<file path="config.mk">
export PLATFORM = sky130hd
export DESIGN_NAME = ps2_direction_rx
export DESIGN_NICKNAME = d
export VERILOG_FILES = /design/src/rtl/ps2_direction_rx.sv
export SDC_FILE = /design/constraint.sdc
export NUM_CORES = 1
export LEC_CHECK = 0
export CORE_MARGIN = 5
export CORE_UTILIZATION = 45
export DETAILED_ROUTE_END_ITERATION = 10
export PLACE_DENSITY_LB_ADDON = 0.1
export SETUP_SLACK_MARGIN = 0.05
export SYNTH_ARGS = -nofsm -noshare
export SYNTH_HDL_FRONTEND = slang
export SYNTH_SLANG_ARGS = --single-unit
</file>
<file path="constraint.sdc">
create_clock -name clk -period 2.7 [get_ports clk]
set_clock_uncertainty 0.2 [all_clocks]
set_input_delay 0.54 -clock clk [delete_from_list [all_inputs] [get_ports clk]]
set_output_delay 0.54 -clock clk [all_outputs]
set_load 0.02 [all_outputs]
</file>
<file path="src/rtl/ps2_direction_rx.sv">
// PS/2 keyboard receiver: frames device-to-host bytes, tracks E0/F0 prefixes and
// turns arrow keys / WASD into level-held l/r/u/d plus a last-direction register.
module ps2_direction_rx #(
    parameter int TIMEOUT  = 100000,
    parameter int SYNC_LEN = 2
) (
    input  logic       clk,
    input  logic       resetn,
    input  logic       ps2_clk,
    input  logic       ps2_dat,
    output logic       l,
    output logic       r,
    output logic       u,
    output logic       d,
    output logic [1:0] dir,
    output logic       dir_valid,
    output logic [7:0] scan_code,
    output logic       code_valid,
    output logic       frame_err
);

    localparam int TW = (TIMEOUT > 2) ? $clog2(TIMEOUT) : 2;
    // Abort decided one cycle early so the registered frame_err lands TIMEOUT cycles after the last fe.
    localparam logic [TW-1:0] TO_LAST = TW'(TIMEOUT - 2);

    typedef enum logic [1:0] {IDLE, DATA, PARITY, STOP} state_t;

    state_t              state_q, state_d;
    logic [SYNC_LEN-1:0] clk_sync_q, clk_sync_d;
    logic [SYNC_LEN-1:0] dat_sync_q, dat_sync_d;
    logic                clk_prev_q, clk_prev_d;
    logic [2:0]          cnt_q, cnt_d;
    logic [7:0]          sr_q, sr_d;
    logic                perr_q, perr_d;
    logic [TW-1:0]       to_cnt_q, to_cnt_d;
    logic                ext_q, ext_d;
    logic                brk_q, brk_d;
    logic [3:0]          lvl_q, lvl_d;        // {d, u, r, l}
    logic [1:0]          dir_q, dir_d;
    logic                dir_valid_q, dir_valid_d;
    logic [7:0]          scan_code_q, scan_code_d;
    logic                code_valid_q, code_valid_d;
    logic                frame_err_q, frame_err_d;

    logic                clk_s, dat_s, fe;
    logic [2:0]          key;

    // Returns {hit, direction index}; index order matches dir encoding.
    function automatic logic [2:0] key_map(input logic ext, input logic [7:0] code);
        logic [2:0] res;
        res = 3'b000;
        if (ext) begin
            case (code)
                8'h6B:   res = 3'b100;
                8'h74:   res = 3'b101;
                8'h75:   res = 3'b110;
                8'h72:   res = 3'b111;
                default: res = 3'b000;
            endcase
        end else begin
            case (code)
                8'h1C:   res = 3'b100;
                8'h23:   res = 3'b101;
                8'h1D:   res = 3'b110;
                8'h1B:   res = 3'b111;
                default: res = 3'b000;
            endcase
        end
        return res;
    endfunction

    always_comb begin
        state_d      = state_q;
        cnt_d        = cnt_q;
        sr_d         = sr_q;
        perr_d       = perr_q;
        to_cnt_d     = to_cnt_q;
        ext_d        = ext_q;
        brk_d        = brk_q;
        lvl_d        = lvl_q;
        dir_d        = dir_q;
        dir_valid_d  = 1'b0;
        scan_code_d  = scan_code_q;
        code_valid_d = 1'b0;
        frame_err_d  = 1'b0;

        clk_s      = clk_sync_q[SYNC_LEN-1];
        dat_s      = dat_sync_q[SYNC_LEN-1];
        clk_sync_d = {clk_sync_q[SYNC_LEN-2:0], ps2_clk};
        dat_sync_d = {dat_sync_q[SYNC_LEN-2:0], ps2_dat};
        clk_prev_d = clk_s;
        fe         = clk_prev_q & ~clk_s;
        key        = key_map(ext_q, scan_code_q);

        // Receive FSM
        if (state_q == IDLE) begin
            to_cnt_d = '0;
            if (fe && !dat_s) begin
                state_d = DATA;
                cnt_d   = 3'd0;
            end
        end else if (fe) begin
            to_cnt_d = '0;
            case (state_q)
                DATA: begin
                    sr_d = {dat_s, sr_q[7:1]};
                    if (cnt_q == 3'd7) state_d = PARITY;
                    else               cnt_d   = cnt_q + 3'd1;
                end
                PARITY: begin
                    perr_d  = ~(^sr_q ^ dat_s);
                    state_d = STOP;
                end
                default: begin
                    if (dat_s && !perr_q) begin
                        scan_code_d  = sr_q;
                        code_valid_d = 1'b1;
                    end else begin
                        frame_err_d  = 1'b1;
                    end
                    state_d = IDLE;
                end
            endcase
        end else if (to_cnt_q == TO_LAST) begin
            frame_err_d = 1'b1;
            state_d     = IDLE;
            to_cnt_d    = '0;
        end else begin
            to_cnt_d = to_cnt_q + 1'b1;
        end

        // Scan-code decoder, one cycle behind the receiver
        if (code_valid_q) begin
            case (scan_code_q)
                8'hE0: ext_d = 1'b1;
                8'hF0: brk_d = 1'b1;
                default: begin
                    ext_d = 1'b0;
                    brk_d = 1'b0;
                    if (key[2]) begin
                        if (brk_q) begin
                            lvl_d[key[1:0]] = 1'b0;
                        end else begin
                            lvl_d[key[1:0]] = 1'b1;
                            dir_d           = key[1:0];
                            dir_valid_d     = 1'b1;
                        end
                    end
                end
            endcase
        end else if (frame_err_q) begin
            ext_d = 1'b0;
            brk_d = 1'b0;
        end
    end

    always_ff @(posedge clk) begin
        if (!resetn) begin
            state_q      <= IDLE;
            clk_sync_q   <= '1;
            dat_sync_q   <= '1;
            clk_prev_q   <= 1'b1;
            cnt_q        <= 3'd0;
            sr_q         <= 8'h00;
            perr_q       <= 1'b0;
            to_cnt_q     <= '0;
            ext_q        <= 1'b0;
            brk_q        <= 1'b0;
            lvl_q        <= 4'b0000;
            dir_q        <= 2'd1;
            dir_valid_q  <= 1'b0;
            scan_code_q  <= 8'h00;
            code_valid_q <= 1'b0;
            frame_err_q  <= 1'b0;
        end else begin
            state_q      <= state_d;
            clk_sync_q   <= clk_sync_d;
            dat_sync_q   <= dat_sync_d;
            clk_prev_q   <= clk_prev_d;
            cnt_q        <= cnt_d;
            sr_q         <= sr_d;
            perr_q       <= perr_d;
            to_cnt_q     <= to_cnt_d;
            ext_q        <= ext_d;
            brk_q        <= brk_d;
            lvl_q        <= lvl_d;
            dir_q        <= dir_d;
            dir_valid_q  <= dir_valid_d;
            scan_code_q  <= scan_code_d;
            code_valid_q <= code_valid_d;
            frame_err_q  <= frame_err_d;
        end
    end

    assign l          = lvl_q[0];
    assign r          = lvl_q[1];
    assign u          = lvl_q[2];
    assign d          = lvl_q[3];
    assign dir        = dir_q;
    assign dir_valid  = dir_valid_q;
    assign scan_code  = scan_code_q;
    assign code_valid = code_valid_q;
    assign frame_err  = frame_err_q;

endmodule
</file>
==> run_summary.xml, run 1 <==
<?xml version="1.0" encoding="UTF-8"?>
<metrics>
  <group name="status">
    <metric name="run_status" unit="">finished clean</metric>
  </group>
  <group name="logic_synthesis">
    <metric name="edff_count_synth" unit="">0</metric>
    <metric name="netlist_instances" unit="">282</metric>
    <metric name="post_synth_most_frequent_cells" unit="">sky130_fd_sc_hd__dfxtp_1 (55), sky130_fd_sc_hd__nand2_1 (30), sky130_fd_sc_hd__nor2_1 (30), sky130_fd_sc_hd__nor2b_1 (15), sky130_fd_sc_hd__a21oi_1 (14)</metric>
    <metric name="yosys-top-cells-area" unit="">sky130_fd_sc_hd__dfxtp_1 (43%), sky130_fd_sc_hd__nand2_1 (4.4%), sky130_fd_sc_hd__nor2_1 (4.4%)</metric>
    <metric name="postSynthRegisterBits" unit="">55</metric>
    <metric name="yosys.cell_count.top_type" unit="">sky130_fd_sc_hd__dfxtp_1</metric>
    <metric name="postSynth.asyncResetShare" unit="">0</metric>
    <metric name="synthDominantCellAreaShare" unit="">0.428</metric>
    <metric name="synth_nets" unit="">294</metric>
    <metric name="synth.distinct_cells" unit="">44</metric>
    <metric name="post_synth_instance_area" unit="um2">2570</metric>
    <metric name="syn_area_per_cell" unit="um2">9.13</metric>
    <metric name="yosys_warnings" unit="">0</metric>
    <metric name="ys_dominant_reg_cell" unit="">sky130_fd_sc_hd__dfxtp_1</metric>
    <metric name="yosysSeqAreaShare" unit="">0.428</metric>
    <metric name="synthDominantAreaCellType" unit="">sky130_fd_sc_hd__dfxtp_1</metric>
  </group>
  <group name="drt">
    <metric name="totalWireLength" unit="mm">5.05</metric>
    <metric name="routed_wire_length_per_instance" unit="um">13.4</metric>
    <metric name="via_per_inst" unit="">5.25</metric>
    <metric name="first_drt_pass_iteration_count" unit="">4</metric>
    <metric name="drcViolationCount" unit="">0</metric>
    <metric name="vias" unit="">1974</metric>
    <metric name="drt-initial-drc-count" unit="">93</metric>
    <metric name="detail-route-antenna-nets" unit="">0</metric>
  </group>
  <group name="sta">
    <metric name="final_min_period_over_clock_period" unit="">0.822</metric>
    <metric name="tns" unit="ps">0</metric>
    <metric name="final-hold-violation-count" unit="">0</metric>
    <metric name="worst_case_headroom_to_the_max_slew_limit" unit="">0.572</metric>
    <metric name="report.final.setup_viol" unit="">0</metric>
    <metric name="report.final.slew_viol_count" unit="">0</metric>
    <metric name="fmax" unit="GHz">0.451</metric>
    <metric name="time_the_worst_path_needs_with_i_o_delays_and_setup" unit="ps">2220</metric>
    <metric name="tightest_slew" unit="ps">636</metric>
    <metric name="grt_setup_unrepaired" unit="">no</metric>
  </group>
  <group name="layout">
    <metric name="multi_input_area" unit="um2">1410</metric>
    <metric name="final_nets" unit="">315</metric>
    <metric name="final_design_utilization" unit="">0.530</metric>
    <metric name="antenna-diode-count" unit="">0</metric>
    <metric name="fillerInstances" unit="">534</metric>
    <metric name="area_delta_synth_final" unit="%">14.0</metric>
    <metric name="final_instance_area" unit="um2">2940</metric>
    <metric name="drive_above_1_share" unit="">0.0559</metric>
    <metric name="sequential_cell_area" unit="um2">1100</metric>
  </group>
  <group name="floorplanning">
    <metric name="fp.dieW" unit="um">85.6</metric>
    <metric name="floorplan.io_pins" unit="">21</metric>
    <metric name="floorplan.die_area" unit="um2">7340</metric>
    <metric name="core" unit="um2">5540</metric>
    <metric name="fp.dieH" unit="um">85.6</metric>
    <metric name="start_util" unit="">0.465</metric>
    <metric name="num_rows" unit="">27</metric>
  </group>
  <group name="place">
    <metric name="globalplace.congestion" unit="">0.823</metric>
    <metric name="portBuffers" unit="">20</metric>
    <metric name="dp_hpwl" unit="mm">3.61</metric>
    <metric name="placed_cell_area" unit="um2">2840</metric>
  </group>
  <group name="setup_path">
    <metric name="setup.worst_path.start_class" unit="">register</metric>
    <metric name="arrival" unit="ps">1480</metric>
    <metric name="critical-path-max-stage-delay" unit="ps">670</metric>
    <metric name="critical_path.reg2reg.startpoint" unit="">to_cnt_q[4]$_SDFF_PP0_</metric>
    <metric name="worstPathBufferInverterCount" unit="">1</metric>
    <metric name="cp_data_required_time" unit="ps">1960</metric>
    <metric name="critical_path_peak_fanout" unit="">9</metric>
    <metric name="crit_path_top_delay_cell" unit="">sky130_fd_sc_hd__clkdlybuf4s50_1</metric>
    <metric name="path_cells" unit="">clkdlybuf4s50_1</metric>
    <metric name="critical_path_class" unit="">reg2out</metric>
    <metric name="path_delay_family" unit="">buffers and inverters</metric>
    <metric name="worst_setup_path_end_kind" unit="">primary output</metric>
    <metric name="setup.worst_path.start" unit="">scan_code[4]$_SDFFE_PN0P_</metric>
  </group>
  <group name="global_route">
    <metric name="first_global_vias" unit="">1863</metric>
    <metric name="grt_pass1_wl" unit="mm">8.80</metric>
    <metric name="grt_overflow_total" unit="">0</metric>
    <metric name="number_of_antenna_violations_at_the_first_check_in_global_routing" unit="">0</metric>
    <metric name="grt_max_degree" unit="">25</metric>
    <metric name="groute.usage.overall" unit="">0.145</metric>
  </group>
  <group name="hold_path">
    <metric name="worstHoldPathType" unit="">reg2reg</metric>
    <metric name="hold_path.startpoint" unit="">dat_sync_q[0]$_SDFF_PN1_</metric>
  </group>
  <group name="clock_network">
    <metric name="clock_pin_slew_worst_setup_and_hold_paths" unit="ps">90</metric>
    <metric name="ctsRootBufferMaster" unit="">sky130_fd_sc_hd__clkbuf_8</metric>
    <metric name="clock_path_buffers" unit="">2</metric>
    <metric name="cts.repair.resized" unit="">0</metric>
    <metric name="tritoncts_clock_tree" unit="">yes</metric>
    <metric name="clock_sink_count" unit="">55</metric>
    <metric name="htreeDepth" unit="">2</metric>
    <metric name="worst_skew_pair.late_latency" unit="ps">300</metric>
    <metric name="post_cts_hold_buffer_count" unit="">0</metric>
    <metric name="numCtsBuffers" unit="">5</metric>
    <metric name="post_cts_buffers" unit="">0</metric>
  </group>
  <group name="power">
    <metric name="power.leakage" unit="nW">1.06</metric>
    <metric name="ir_drop" unit="mV">0.251</metric>
    <metric name="pwr_density_cell" unit="nW/um2">455</metric>
  </group>
  <group name="flow_run">
    <metric name="cap_viol_max_count" unit="">0</metric>
  </group>
</metrics>
## per-stage QoR
step           setup slack [ps]  cells  hold WS, ps  total power [mW]
6_report                    481    376          213              1.34
4_1_cts                     478    376          215              1.35
3_5_place_dp                430    368          193             0.868
5_1_grt                     367    376          240              1.39
2_1_floorplan               778    282          186             0.855
3_3_place_gp                466    368          187             0.868
## area by class of cell
cell class	instances	area share
Multi-Input combinational cell	213	0.479
Sequential cell	55	0.375
Timing Repair Buffer	22	0.0733
Clock buffer	8	0.0341
Tap cell	72	0.0307
Inverter	6	0.00767
## final timing paths
| path | endpoint | slack (ps) | cells after the start |
|---|---|---|---|
| max | scan_code[4] | 480 | 1 |
| min | dat_sync_q[1]$_SDFF_PN1_ | 210 | 1 |
| max reg2reg | to_cnt_q[16]$_SDFF_PP0_ | 570 | 4 |
| min reg2reg | dat_sync_q[1]$_SDFF_PN1_ | 210 | 1 |
## power by group
group          internal, mW  switching (mW)  total, mW
sequential            0.814         0.00188      0.816
clock                 0.235           0.252      0.487
combinational        0.0140          0.0184     0.0324
total                  1.06           0.273       1.34
## metal layers
layer	share of wire	global-route usage	vias to the layer above
li1	-	-	1022
met1	0.52	0.207	918
met2	0.44	0.221	29
met3	0.024	0.0317	5
met4	0.0099	0.0388	0
met5	0	0	-
## sequential cells by signal, indices dropped and copies added, names as in the netlist, 2 cells and up, named ones only
| signal | count |
|---|---|
| clk_sync_q | 2 |
| cnt_q | 3 |
| dat_sync_q | 2 |
| dir | 2 |
| scan_code | 8 |
| sr_q | 8 |
| state_q | 2 |
| to_cnt_q | 17 |
## cell families after synthesis
| family | share of synthesized area |
|---|---|
| buffers and inverters | 0.0262 |
| multiplexers | 0.0428 |
| flip-flops | 0.428 |
| AO/OA/AOI/OAI | 0.117 |
| XOR/XNOR | 0.0748 |
| adder cells (fa/ha/maj) | 0.0389 |
| AND/OR/NAND/NOR | 0.273 |
## cells in the final DEF, fill, tap and decap left out, drive strengths merged, types with 4 or more instances in the layout
cell type,n
dfxtp,55
nor2,30
nand2,30
clkdlybuf4s50,20
nor2b,15
a21oi,14
xnor2,12
nand2b,11
mux2i,11
xor2,10
o21ai,8
ha,8
clkbuf,8
nand4,7
nand3,7
inv,6
a21boi,6
and4,4
nor4,4
No activity file was read; power rests on OpenSTA's default activity.
==> run 2: changes to the inputs <==
- clock period: 2.7 -> 2.21 ns (I/O delays scaled with it)
==> run_summary.xml, run 2 (same netlist as run 1, synthesis figures left out) <==
<?xml version="1.0" encoding="UTF-8"?>
<metrics>
  <group name="clock_network">
    <metric name="worst_skew_pair.late_latency" unit="ps">300</metric>
    <metric name="tritoncts_clock_tree" unit="">yes</metric>
    <metric name="clock_pin_slew_worst_setup_and_hold_paths" unit="ps">90</metric>
    <metric name="htreeDepth" unit="">2</metric>
    <metric name="cts.repair.resized" unit="">0</metric>
    <metric name="ctsRootBufferMaster" unit="">sky130_fd_sc_hd__clkbuf_8</metric>
    <metric name="clock_path_buffers" unit="">2</metric>
    <metric name="clock_sink_count" unit="">55</metric>
    <metric name="numCtsBuffers" unit="">5</metric>
    <metric name="post_cts_hold_buffer_count" unit="">0</metric>
    <metric name="post_cts_buffers" unit="">0</metric>
  </group>
  <group name="setup_path">
    <metric name="worstPathBufferInverterCount" unit="">1</metric>
    <metric name="setup.worst_path.start" unit="">scan_code[3]$_SDFFE_PN0P_</metric>
    <metric name="cp_data_required_time" unit="ps">1570</metric>
    <metric name="crit_path_top_delay_cell" unit="">sky130_fd_sc_hd__clkdlybuf4s50_1</metric>
    <metric name="path_cells" unit="">clkdlybuf4s50_1</metric>
    <metric name="worst_setup_path_end_kind" unit="">primary output</metric>
    <metric name="critical-path-max-stage-delay" unit="ps">650</metric>
    <metric name="critical_path_peak_fanout" unit="">8</metric>
    <metric name="path_delay_family" unit="">buffers and inverters</metric>
    <metric name="critical_path.reg2reg.startpoint" unit="">scan_code[5]$_SDFFE_PN0P_</metric>
    <metric name="setup.worst_path.start_class" unit="">register</metric>
    <metric name="arrival" unit="ps">1430</metric>
    <metric name="critical_path_class" unit="">reg2out</metric>
  </group>
  <group name="power">
    <metric name="power.leakage" unit="nW">1.10</metric>
    <metric name="ir_drop" unit="mV">0.296</metric>
    <metric name="overall_power" unit="mW">1.57</metric>
    <metric name="pwr_density_cell" unit="nW/um2">523</metric>
  </group>
  <group name="sta">
    <metric name="time_the_worst_path_needs_with_i_o_delays_and_setup" unit="ps">2070</metric>
    <metric name="report.final.setup_viol" unit="">0</metric>
    <metric name="grt_setup_unrepaired" unit="">no</metric>
    <metric name="worst_case_headroom_to_the_max_slew_limit" unit="">0.657</metric>
    <metric name="fmax" unit="GHz">0.484</metric>
    <metric name="tightest_slew" unit="ps">512</metric>
    <metric name="final-hold-violation-count" unit="">0</metric>
    <metric name="final_min_period_over_clock_period" unit="">0.935</metric>
    <metric name="report.final.slew_viol_count" unit="">0</metric>
    <metric name="tns" unit="ps">0</metric>
  </group>
  <group name="drt">
    <metric name="vias" unit="">1963</metric>
    <metric name="drcViolationCount" unit="">0</metric>
    <metric name="routed_wire_length_per_instance" unit="um">13.3</metric>
    <metric name="totalWireLength" unit="mm">5.11</metric>
    <metric name="detail-route-antenna-nets" unit="">0</metric>
    <metric name="first_drt_pass_iteration_count" unit="">4</metric>
    <metric name="drt-initial-drc-count" unit="">146</metric>
    <metric name="via_per_inst" unit="">5.11</metric>
  </group>
  <group name="layout">
    <metric name="fillerInstances" unit="">538</metric>
    <metric name="sequential_cell_area" unit="um2">1100</metric>
    <metric name="area_delta_synth_final" unit="%">16.5</metric>
    <metric name="top_register" unit="">to_cnt_q</metric>
    <metric name="mostFrequentLayoutCell" unit="">sky130_fd_sc_hd__dfxtp_1</metric>
    <metric name="multi_input_area" unit="um2">1410</metric>
    <metric name="final_nets" unit="">323</metric>
    <metric name="drive_above_1_share" unit="">0.0897</metric>
    <metric name="largest_register_ff_count" unit="">17</metric>
    <metric name="mostFrequentLayoutCells" unit="">sky130_fd_sc_hd__dfxtp_1 (52), sky130_fd_sc_hd__nor2_1 (30), sky130_fd_sc_hd__nand2_1 (30), sky130_fd_sc_hd__clkdlybuf4s50_1 (20), sky130_fd_sc_hd__nor2b_1 (15)</metric>
    <metric name="antenna-diode-count" unit="">0</metric>
  </group>
  <group name="global_route">
    <metric name="number_of_antenna_violations_at_the_first_check_in_global_routing" unit="">0</metric>
    <metric name="grt_overflow_total" unit="">0</metric>
    <metric name="groute.usage.overall" unit="">0.148</metric>
    <metric name="grt_max_degree" unit="">25</metric>
    <metric name="first_global_vias" unit="">1863</metric>
    <metric name="grt_pass1_wl" unit="mm">8.91</metric>
  </group>
  <group name="floorplanning">
    <metric name="floorplan.die_area" unit="um2">7340</metric>
    <metric name="fp.dieH" unit="um">85.6</metric>
    <metric name="floorplan.io_pins" unit="">21</metric>
    <metric name="num_rows" unit="">27</metric>
    <metric name="core" unit="um2">5540</metric>
    <metric name="start_util" unit="">0.465</metric>
    <metric name="fp.dieW" unit="um">85.6</metric>
  </group>
  <group name="flow_run">
    <metric name="cap_viol_max_count" unit="">0</metric>
  </group>
  <group name="hold_path">
    <metric name="worstHoldPathType" unit="">reg2reg</metric>
    <metric name="hold_path.startpoint" unit="">dat_sync_q[0]$_SDFF_PN1_</metric>
  </group>
  <group name="place">
    <metric name="portBuffers" unit="">20</metric>
    <metric name="globalplace.congestion" unit="">0.807</metric>
    <metric name="dp_hpwl" unit="mm">3.76</metric>
  </group>
  <group name="status">
    <metric name="run_status" unit="">finished clean</metric>
  </group>
</metrics>
[run 2: cell count changes in the layout (fill, tap and decap cells not counted), sizes merged]
cell    delta
clkbuf     -1
clkinv     +1
buf        +8
[run 2: area by class of cell]
type                       instances  area share
timing repair buffer              30      0.0960
clock buffer                       7      0.0254
clock inverter                     1     0.00167
tap                               72      0.0300
multi-input combinational        213       0.471
inverter                           6     0.00751
sequential                        55       0.368
[run 2: metrics by stage]
| step | util | cells | hold slack [ps] | setup slack (ps) | cell area (um2) |
|---|---|---|---|---|---|
| after floorplan | - | 282 | 186 | 288 | 2570 |
| after global placement | 0.525 | 376 | 195 | 201 | 2910 |
| after detailed placement | 0.525 | 376 | 207 | 131 | 2910 |
| after CTS | 0.540 | 384 | 229 | 82.9 | 2990 |
| after global routing | 0.541 | 384 | 252 | 24.3 | 3000 |
| final | 0.541 | 384 | 221 | 143 | 3000 |
[run 2: worst paths after layout]
check / to / slack, ps / cells after the start
max: scan_code[3] / 140 / 1
min: dat_sync_q[1]$_SDFF_PN1_ / 220 / 1
max reg2reg: register / 180 / 5
min reg2reg: dat_sync_q[1]$_SDFF_PN1_ / 220 / 1
[run 2: routing by layer]
layer / GRT usage / part of all wire
met5: 0 / 0
met4: 0.0360 / 0.011
met3: 0.0365 / 0.027
met2: 0.210 / 0.41
met1: 0.223 / 0.55
[run 2: power breakdown]
group / total [mW] / internal [mW] / switching (mW)
combinational: 0.0411 / 0.0191 / 0.0221
sequential: 0.997 / 0.994 / 0.00264
clock: 0.530 / 0.223 / 0.306
==> run 3: changes to the inputs <==
- CAP_MARGIN: default -> 20
==> results of run 3 <==
Same layout as run 2: the final DEF is identical, and so are final timing and power.
